$ cat config.mk
export PLATFORM = sky130hd
export DESIGN_NAME = conv_engine
export DESIGN_NICKNAME = d
export VERILOG_FILES = /design/src/rtl/conv_engine.sv
export SDC_FILE = /design/constraint.sdc
export NUM_CORES = 2
export LEC_CHECK = 0
export CORE_UTILIZATION = 40
export DETAILED_ROUTE_END_ITERATION = 10
export GPL_ROUTABILITY_DRIVEN = 0
export GPL_TIMING_DRIVEN = 0
export HOLD_SLACK_MARGIN = 0.15
export MAX_ROUTING_LAYER = met4
export PLACE_DENSITY = 0.57
export SYNTH_ARGS = -nofsm -noshare
export SYNTH_HDL_FRONTEND = slang
export SYNTH_SLANG_ARGS = --single-unit
$ cat constraint.sdc
create_clock -name clk -period 22 [get_ports clk]
set_input_delay 5.5 -clock clk [delete_from_list [all_inputs] [get_ports clk]]
set_output_delay 5.5 -clock clk [all_outputs]
set_load 0.01 [all_outputs]
$ cat src/rtl/conv_engine.sv
// conv_engine: 3x3 2-D convolution (valid padding, stride 1).
// Loads a 3x3 kernel plus bias from memory port M0, then for each output
// pixel reads the 3x3 image window from M0, accumulates bias + sum(k*in)
// with 32-bit wrap-around arithmetic, and writes the result to port M1.
//
// Ports:
//   clk, rst              clock (rising edge), asynchronous active-high reset
//   start                 one-cycle launch pulse, honoured in IDLE only
//   finish                high while in DONE
//   M0_R_req/M0_addr      M0 read strobe and byte address
//   M0_R_data             M0 read data, valid the cycle after M0_R_req
//   M0_W_req/M0_W_data    tied off, M0 is read-only here
//   M1_R_req/M1_R_data    tied off / unused, M1 is write-only here
//   M1_W_req/M1_addr/M1_W_data  one full-word write per output pixel
module conv_engine #(
  parameter int IMG_W    = 28,
  parameter int IMG_H    = 28,
  parameter int KER_BASE = 784,
  parameter int OUT_BASE = 0
) (
  input  logic        clk,
  input  logic        rst,
  input  logic        start,
  output logic        finish,
  output logic        M0_R_req,
  output logic [31:0] M0_addr,
  input  logic [31:0] M0_R_data,
  output logic [3:0]  M0_W_req,
  output logic [31:0] M0_W_data,
  output logic        M1_R_req,
  output logic [31:0] M1_addr,
  input  logic [31:0] M1_R_data,
  output logic [3:0]  M1_W_req,
  output logic [31:0] M1_W_data
);

  typedef enum logic [2:0] {IDLE, LOADK, CONV, WRITE, DONE} state_t;

  state_t      state;
  state_t      state_next;
  logic [3:0]  cnt;        // step within LOADK (0..10) or CONV (0..9)
  logic [31:0] row;
  logic [31:0] col;
  logic [31:0] k [0:8];
  logic [31:0] bias;
  logic [31:0] acc;

  logic [3:0]  kidx;       // coefficient matching the data returning this cycle
  logic [31:0] prod;
  logic [31:0] wi;
  logic [31:0] wj;
  logic [31:0] rd_word;
  logic [31:0] wr_word;
  logic        last_col;
  logic        last_row;

  // Read data always belongs to the read issued one step earlier.
  assign kidx = cnt - 4'd1;
  assign prod = k[kidx] * M0_R_data;

  assign last_col = (col == 32'(IMG_W - 3));
  assign last_row = (row == 32'(IMG_H - 3));

  // Window offsets (i,j) for the read issued at step cnt, row-major.
  always_comb begin
    wi = 32'd0;
    wj = 32'd0;
    case (cnt)
      4'd0: begin wi = 32'd0; wj = 32'd0; end
      4'd1: begin wi = 32'd0; wj = 32'd1; end
      4'd2: begin wi = 32'd0; wj = 32'd2; end
      4'd3: begin wi = 32'd1; wj = 32'd0; end
      4'd4: begin wi = 32'd1; wj = 32'd1; end
      4'd5: begin wi = 32'd1; wj = 32'd2; end
      4'd6: begin wi = 32'd2; wj = 32'd0; end
      4'd7: begin wi = 32'd2; wj = 32'd1; end
      4'd8: begin wi = 32'd2; wj = 32'd2; end
      default: begin wi = 32'd0; wj = 32'd0; end
    endcase
  end

  always_ff @(posedge clk or posedge rst) begin
    if (rst) begin
      state <= IDLE;
    end else begin
      state <= state_next;
    end
  end

  always_comb begin
    state_next = state;
    case (state)
      IDLE:    if (start) state_next = LOADK;
      LOADK:   if (cnt == 4'd10) state_next = CONV;
      CONV:    if (cnt == 4'd9) state_next = WRITE;
      WRITE:   state_next = (last_col && last_row) ? DONE : CONV;
      DONE:    if (start) state_next = IDLE;
      default: state_next = IDLE;
    endcase
  end

  // Memory-facing outputs are decoded from state so that reset clears
  // them in the same instant it clears the state register.
  always_comb begin
    finish    = 1'b0;
    M0_R_req  = 1'b0;
    M0_W_req  = 4'b0000;
    M0_W_data = 32'd0;
    M1_R_req  = 1'b0;
    M1_W_req  = 4'b0000;
    M1_W_data = 32'd0;
    rd_word   = 32'd0;
    wr_word   = 32'd0;
    case (state)
      LOADK: begin
        if (cnt < 4'd10) begin
          M0_R_req = 1'b1;
          rd_word  = 32'(KER_BASE) + 32'(cnt);
        end
      end
      CONV: begin
        if (cnt < 4'd9) begin
          M0_R_req = 1'b1;
          rd_word  = (row + wi) * 32'(IMG_W) + col + wj;
        end
      end
      WRITE: begin
        M1_W_req  = 4'b1111;
        M1_W_data = acc;
        wr_word   = 32'(OUT_BASE) + row * 32'(IMG_W - 2) + col;
      end
      DONE: finish = 1'b1;
      default: ;
    endcase
    M0_addr = {rd_word[29:0], 2'b00};
    M1_addr = {wr_word[29:0], 2'b00};
  end

  always_ff @(posedge clk or posedge rst) begin
    if (rst) begin
      cnt  <= 4'd0;
      row  <= 32'd0;
      col  <= 32'd0;
      acc  <= 32'd0;
      bias <= 32'd0;
      for (int n = 0; n < 9; n++) k[n] <= 32'd0;
    end else begin
      case (state)
        IDLE: begin
          cnt <= 4'd0;
          if (start) begin
            row <= 32'd0;
            col <= 32'd0;
          end
        end
        LOADK: begin
          // Step 0 only issues; steps 1..10 capture k[0..8] then bias.
          if (cnt == 4'd10) begin
            bias <= M0_R_data;
          end else if (cnt != 4'd0) begin
            k[kidx] <= M0_R_data;
          end
          cnt <= (cnt == 4'd10) ? 4'd0 : cnt + 4'd1;
        end
        CONV: begin
          if (cnt == 4'd0) begin
            acc <= bias;
          end else begin
            acc <= acc + prod;
          end
          cnt <= (cnt == 4'd9) ? 4'd0 : cnt + 4'd1;
        end
        WRITE: begin
          cnt <= 4'd0;
          if (last_col) begin
            col <= 32'd0;
            row <= row + 32'd1;
          end else begin
            col <= col + 32'd1;
          end
        end
        default: ;
      endcase
    end
  end

endmodule

# [Yosys cells after proc, flatten, opt, wreduce, memory -nomap -nowiden]
# Memory sizes are Yosys's and may differ from the RTL's.
# Index checks and enable logic that the tools add are counted.
[classes] add_sub_neg=10 mul=3 n_lt_le_gt_ge=4 eq_ne=13 mux=31 bitwise_logic=2 n_reduce_logical=13
[op_table] operator="$bwmux W288" count=1
[op_table] operator="$mux W32" count=8
[op_table] operator="$bmux W32 S4" count=1
[op_table] operator="$demux W32 S4" count=1
[op_table] operator="$pmux W32 S2" count=2
[op_table] operator="$add A30 B30 Y30" count=3
[op_table] operator="$add A32 B1 Y32 const B" count=2
[op_table] operator="$add A32 B32 Y32" count=2
[op_table] operator="$eq A32 B5 Y1 const B" count=2
[op_table] operator="$mux W30" count=2
[op_table] operator="$pmux W30 S2" count=1
[op_table] operator="$mul A32 B3 Y28 const B" count=1
[op_table] operator="$mul A32 B32 Y32" count=1
[op_table] operator="$mul A32 B4 Y29 const B" count=1
[op_table] operator="$mux W3" count=5
[op_table] operator="$pmux W3 S5" count=1
[op_table] operator="$mux W4" count=3
[op_table] operator="$pmux W4 S3" count=1
[op_table] operator="$add A10 B4 Y11 const A" count=1
[op_table] operator="$mux W11" count=1
[op_table] operator="$ne A2 B2 Y1 const B" count=5
[op_table] operator="$eq A4 B4 Y1 const B" count=2
[op_table] operator="$lt A4 B4 Y1 const B" count=2
[op_table] operator="$eq A3 B2 Y1 const B" count=2
[op_table] operator="other kinds (20)" count=25
[word_totals] regBits=423 rom_bits=64 in_bits=67 out_inout_bits=139 n_memories=1
[memory_table] name="(name not given)" words=16 word_bits=4 read_ports=1 rd_ports_with_merged_regs=0 wr=0 line="68" source="case (cnt)"

# [Logic depth before layout (Yosys ltp)]
[logic_depth] depth_word=8 depth_mapped=47

# [Least setup slack after synthesis]
# Ideal clock, no wire load.
[synth_timing] path_type="reg2out" from="register cnt[0]" to="output M0_addr[31]" arrival_ps=7407 t_required_ps=16500 path_slack_ps=9093 stages_incl_launch_ff=36 path_buffers=5 cell_sequence="dfrtp_1 > buf_6 > buf_6 > buf_4 > buf_2 > buf_2 > inv_1 > ha_1 > nand2_1 > o21ai_0 > inv_1 > fa_1 > fa_1 > inv_1 > ha_1 > fa_1 > a21o_1 > a21oi_1 > o21bai_1 > a21o_1 > a21oi_1 > o2111ai_1 > a221oi_1 > o21bai_1 > a21oi_1 > xnor2_1 > ha_1 > inv_1 > o21bai_1 > or3_1 > o21ai_0 > o31ai_1 > o41ai_1 > o21ai_0 > xnor2_1 > nor2_1"
[synth_via] elab_chain_cells=7
[synth_rtl] item="start: declaration" line="41" source="logic [3:0] cnt;"
[synth_rtl] item="start signal: assignment" line="163" source="cnt <= (cnt == 4'd10) ? 4'd0 : cnt + 4'd1;"
[synth_rtl] item="start signal: assignment" line="171" source="cnt <= (cnt == 4'd9) ? 4'd0 : cnt + 4'd1;"
[synth_rtl] item="$mem_v2 Z16 W4"
[synth_rtl] item="$add A32 B32 Y32" line="124" source="rd_word = (row + wi) * 32'(IMG_W) + col + wj;"
[synth_rtl] item="$mul A32 B3 Y28" line="124"
[synth_rtl] item="$add A30 B30 Y30 (2 in a row)" line="124"
[synth_rtl] item="$mux W30 (*)" line="122" source="if (cnt < 4'd9) begin"
[synth_rtl] item="$pmux W30 S2 (*)" line="114" source="case (state)"
[synth_rtl] item="end: declaration" line="26" source="output logic [31:0] M0_addr,"
# Every way passes the cells marked *; elsewhere a longest branch is shown, timed or not.

# [Worst setup path after layout]
# Ends and elaborated chain as after synthesis.

==> out/metrics.yaml <==
status: "finished, violations left"
violations: "capacitance limit, slew limit"
setup_violations: 0
cp_data_required_time_ns: 16.50
clock_latency_ns: 0.63
grt_pass1_wl_mm: 223
htree_levels: 2
critical_path.endpoint_type: "output port"
dr.pass1.iters: 5
rsz0062_at_grt: "no"
yosysUniqueCellTypes: 79
min_to: "acc[5]$_DFFE_PP0P_"
period_minus_slack_ns: 16.40
ys.flop_type: "dfrtp_1"
dieArea_mm2: 0.113
yosysTopAreaCell: "dfrtp_1"
initial_utilization_pct: 40.3
r2r_start: "cnt[0]$_DFFE_PP0P_"
cts_made_buffers: 46
synth_most_common_cell: "inv_1"
rr_worst_depth: 38
die_h_um: 336
cp_max_fo: 10
r2r-end: "acc[30]$_DFFE_PP0P_"
cts_tree: "built"
yosysWarnings: 0
area_growth_pct: 11.1
cts_setup_buffers: 0
met3_usage_pct: 3.98
reg2reg_slack_ns: 7.54
busiest_layer: "met2"
ys_seq_area_share_pct: 23.8
use_met1_pct: 37.0
synthArstFlopShare_pct: 100
synthDominantCellAreaShare_pct: 23.8
gr-total-overflow: 0
drc: 0
grt_usage_pct: 27.5
period_share_pct: 74.6
cts_hold_buf: 0
std_cell_rows: 122
syn_inst: 4664
clk_path_buf_depth: 3
tightest_slew_ns: 1.59
antenna_found_initial: 12
cp.arrival_ns: 10.90
synth_edf_count: 0
fp.dieW_um: 336
post_cts_resized: 0
clk_pin_slew_ns: 0.06
report.final.slew_viol_count: 14
min_path_type: "flop to flop"
vias_per_cell: 5.36
cts_sinks: 423
slew_headroom_pct: -6.23
cpPeakStageDelay_ns: 0.75
drive_gt1_share_pct: 10.7
hold_viol_final: 0
dr.first_iter.drc_count: 2780
critPathKind: "flop to output port"
grt_pass1_vias: 34700
grt_max_degree: 121
synth_area_leaders: "dfrtp_1 (24%), fa_1 (22%), mux2_2 (8.1%)"
layout.nets: 5724
placed_area_mm2: 0.0479
synth_seq_cells: 423
place_hpwl_mm: 117
antenna_left: 0
met2_usage_pct: 42.8
synth_commonest_cells: "inv_1 (718), fa_1 (492), nand2_1 (481), dfrtp_1 (423), mux2_2 (322)"
post_drt_wl_per_cell_um: 23.2
io_buffers: 125
synth.avg_cell_area_um2: 9.55
holdCritStartpoint: "acc[5]$_DFFE_PP0P_"
fin_skew_ns: 0.0551
startpoint_type: "flop"
cts_root_buf: "clkbuf_16"
hold_path_depth: 2
syn_area_mm2: 0.0445
clock.fmax_ghz: 0.0610
vias: 34400
ios: 206
core_area_mm2: 0.111
wl_mm: 149
design_area_mm2: 0.0495
cap_violations: 2
crit_slowest_cell: "a221oi_1"
## critical path: cells and delay by family (launching register included)
family / cells / cell delay [ns]
AOI/OAI and AO/OA: 16 / 3.80
xor gates and xnor gates: 3 / 0.80
and+or+nand+nor: 4 / 0.71
adders and majority gates: 5 / 1.73
buffers and inverters: 9 / 2.80
DFF: 1 / 0.43
## registers in the layout, indices dropped and copies added (netlist names)
register,cells
k,288
acc,32
cnt,4
bias,32
state,3
row,32
col,32
## layer usage
metal | routed length [um] | vias to the layer above
met5 | 0 | -
met1 | 64600 | 17600
met3 | 11200 | 239
met4 | 4970 | 0
met2 | 68200 | 1201
li1 | - | 15300
## area by class of cell
cell class / instances / area [um2]
Fill cell: 10900 / 61000
Clock inverter: 20 / 283
Timing Repair Buffer: 129 / 1340
Tap cell: 1488 / 1860
Antenna cell: 7 / 17.5
Multi-Input combinational cell: 3280 / 30100
Clock buffer: 63 / 1280
Buffer: 282 / 1320
Inverter: 719 / 2710
Sequential cell: 423 / 10600
## worst max path at each step
stage / startpoint / end / slack [ns]
floorplan: rst / acc[0]$_DFFE_PP0P_ / 4.72
global placement: rst / k[89]$_DFFE_PP0P_ / -1.24
detailed placement: cnt[0]$_DFFE_PP0P_ / M0_addr[31] / 6.35
CTS: cnt[0]$_DFFE_PP0P_ / M0_addr[31] / 5.63
global route: cnt[0]$_DFFE_PP0P_ / M0_addr[31] / 4.99
finish: cnt[0]$_DFFE_PP0P_ / M0_addr[31] / 5.60
## cell usage in the layout (no fill, tap or decap), types with 36 or more instances in the layout
master	n
nor2_1	205
and2_1	306
and3_1	48
conb_1	41
xor2_1	54
clkdlybuf4s50_1	125
dfrtp_1	423
nand3_1	48
nand2_1	481
xnor2_1	157
o21ai_0	136
a21o_1	59
ha_1	284
a21oi_1	207
inv_1	717
fa_1	492
buf_1	41
buf_4	53
clkbuf_1	178
clkbuf_16	46
nor3_1	36
mux2_2	322
## metrics by stage
step	setup WS (ns)	utilization, %	instances	setup TNS [ns]	hold slack [ns]
CTS	5.63	44.7	6403	0	0.486
global route	4.99	44.8	6405	0	0.507
floorplan	4.72	-	4704	0	0.450
finish	5.60	44.8	6411	0	0.481
detailed placement	6.35	43.3	6320	0	0.471
global placement	-1.24	43.2	6317	-499.26	0.465
## cells by family (layout without fill, tap and decap cells)
| kind of cell | after synthesis | count (layout) | synth area share (%) |
|---|---|---|---|
| simple gates | 1273 | 1273 | 13.9 |
| buf+inv | 1001 | 1213 | 9.02 |
| fa+ha+maj | 776 | 776 | 30.1 |
| compound gates | 582 | 582 | 8.01 |
| flops | 423 | 423 | 23.8 |
| mux | 387 | 387 | 10.5 |
| xor+xnor | 221 | 221 | 4.67 |
| other cells | 1 | 48 | 0.00842 |
Power is not shown: default switching activity piles up to over one toggle a cycle in this logic, so the estimate is an artifact.
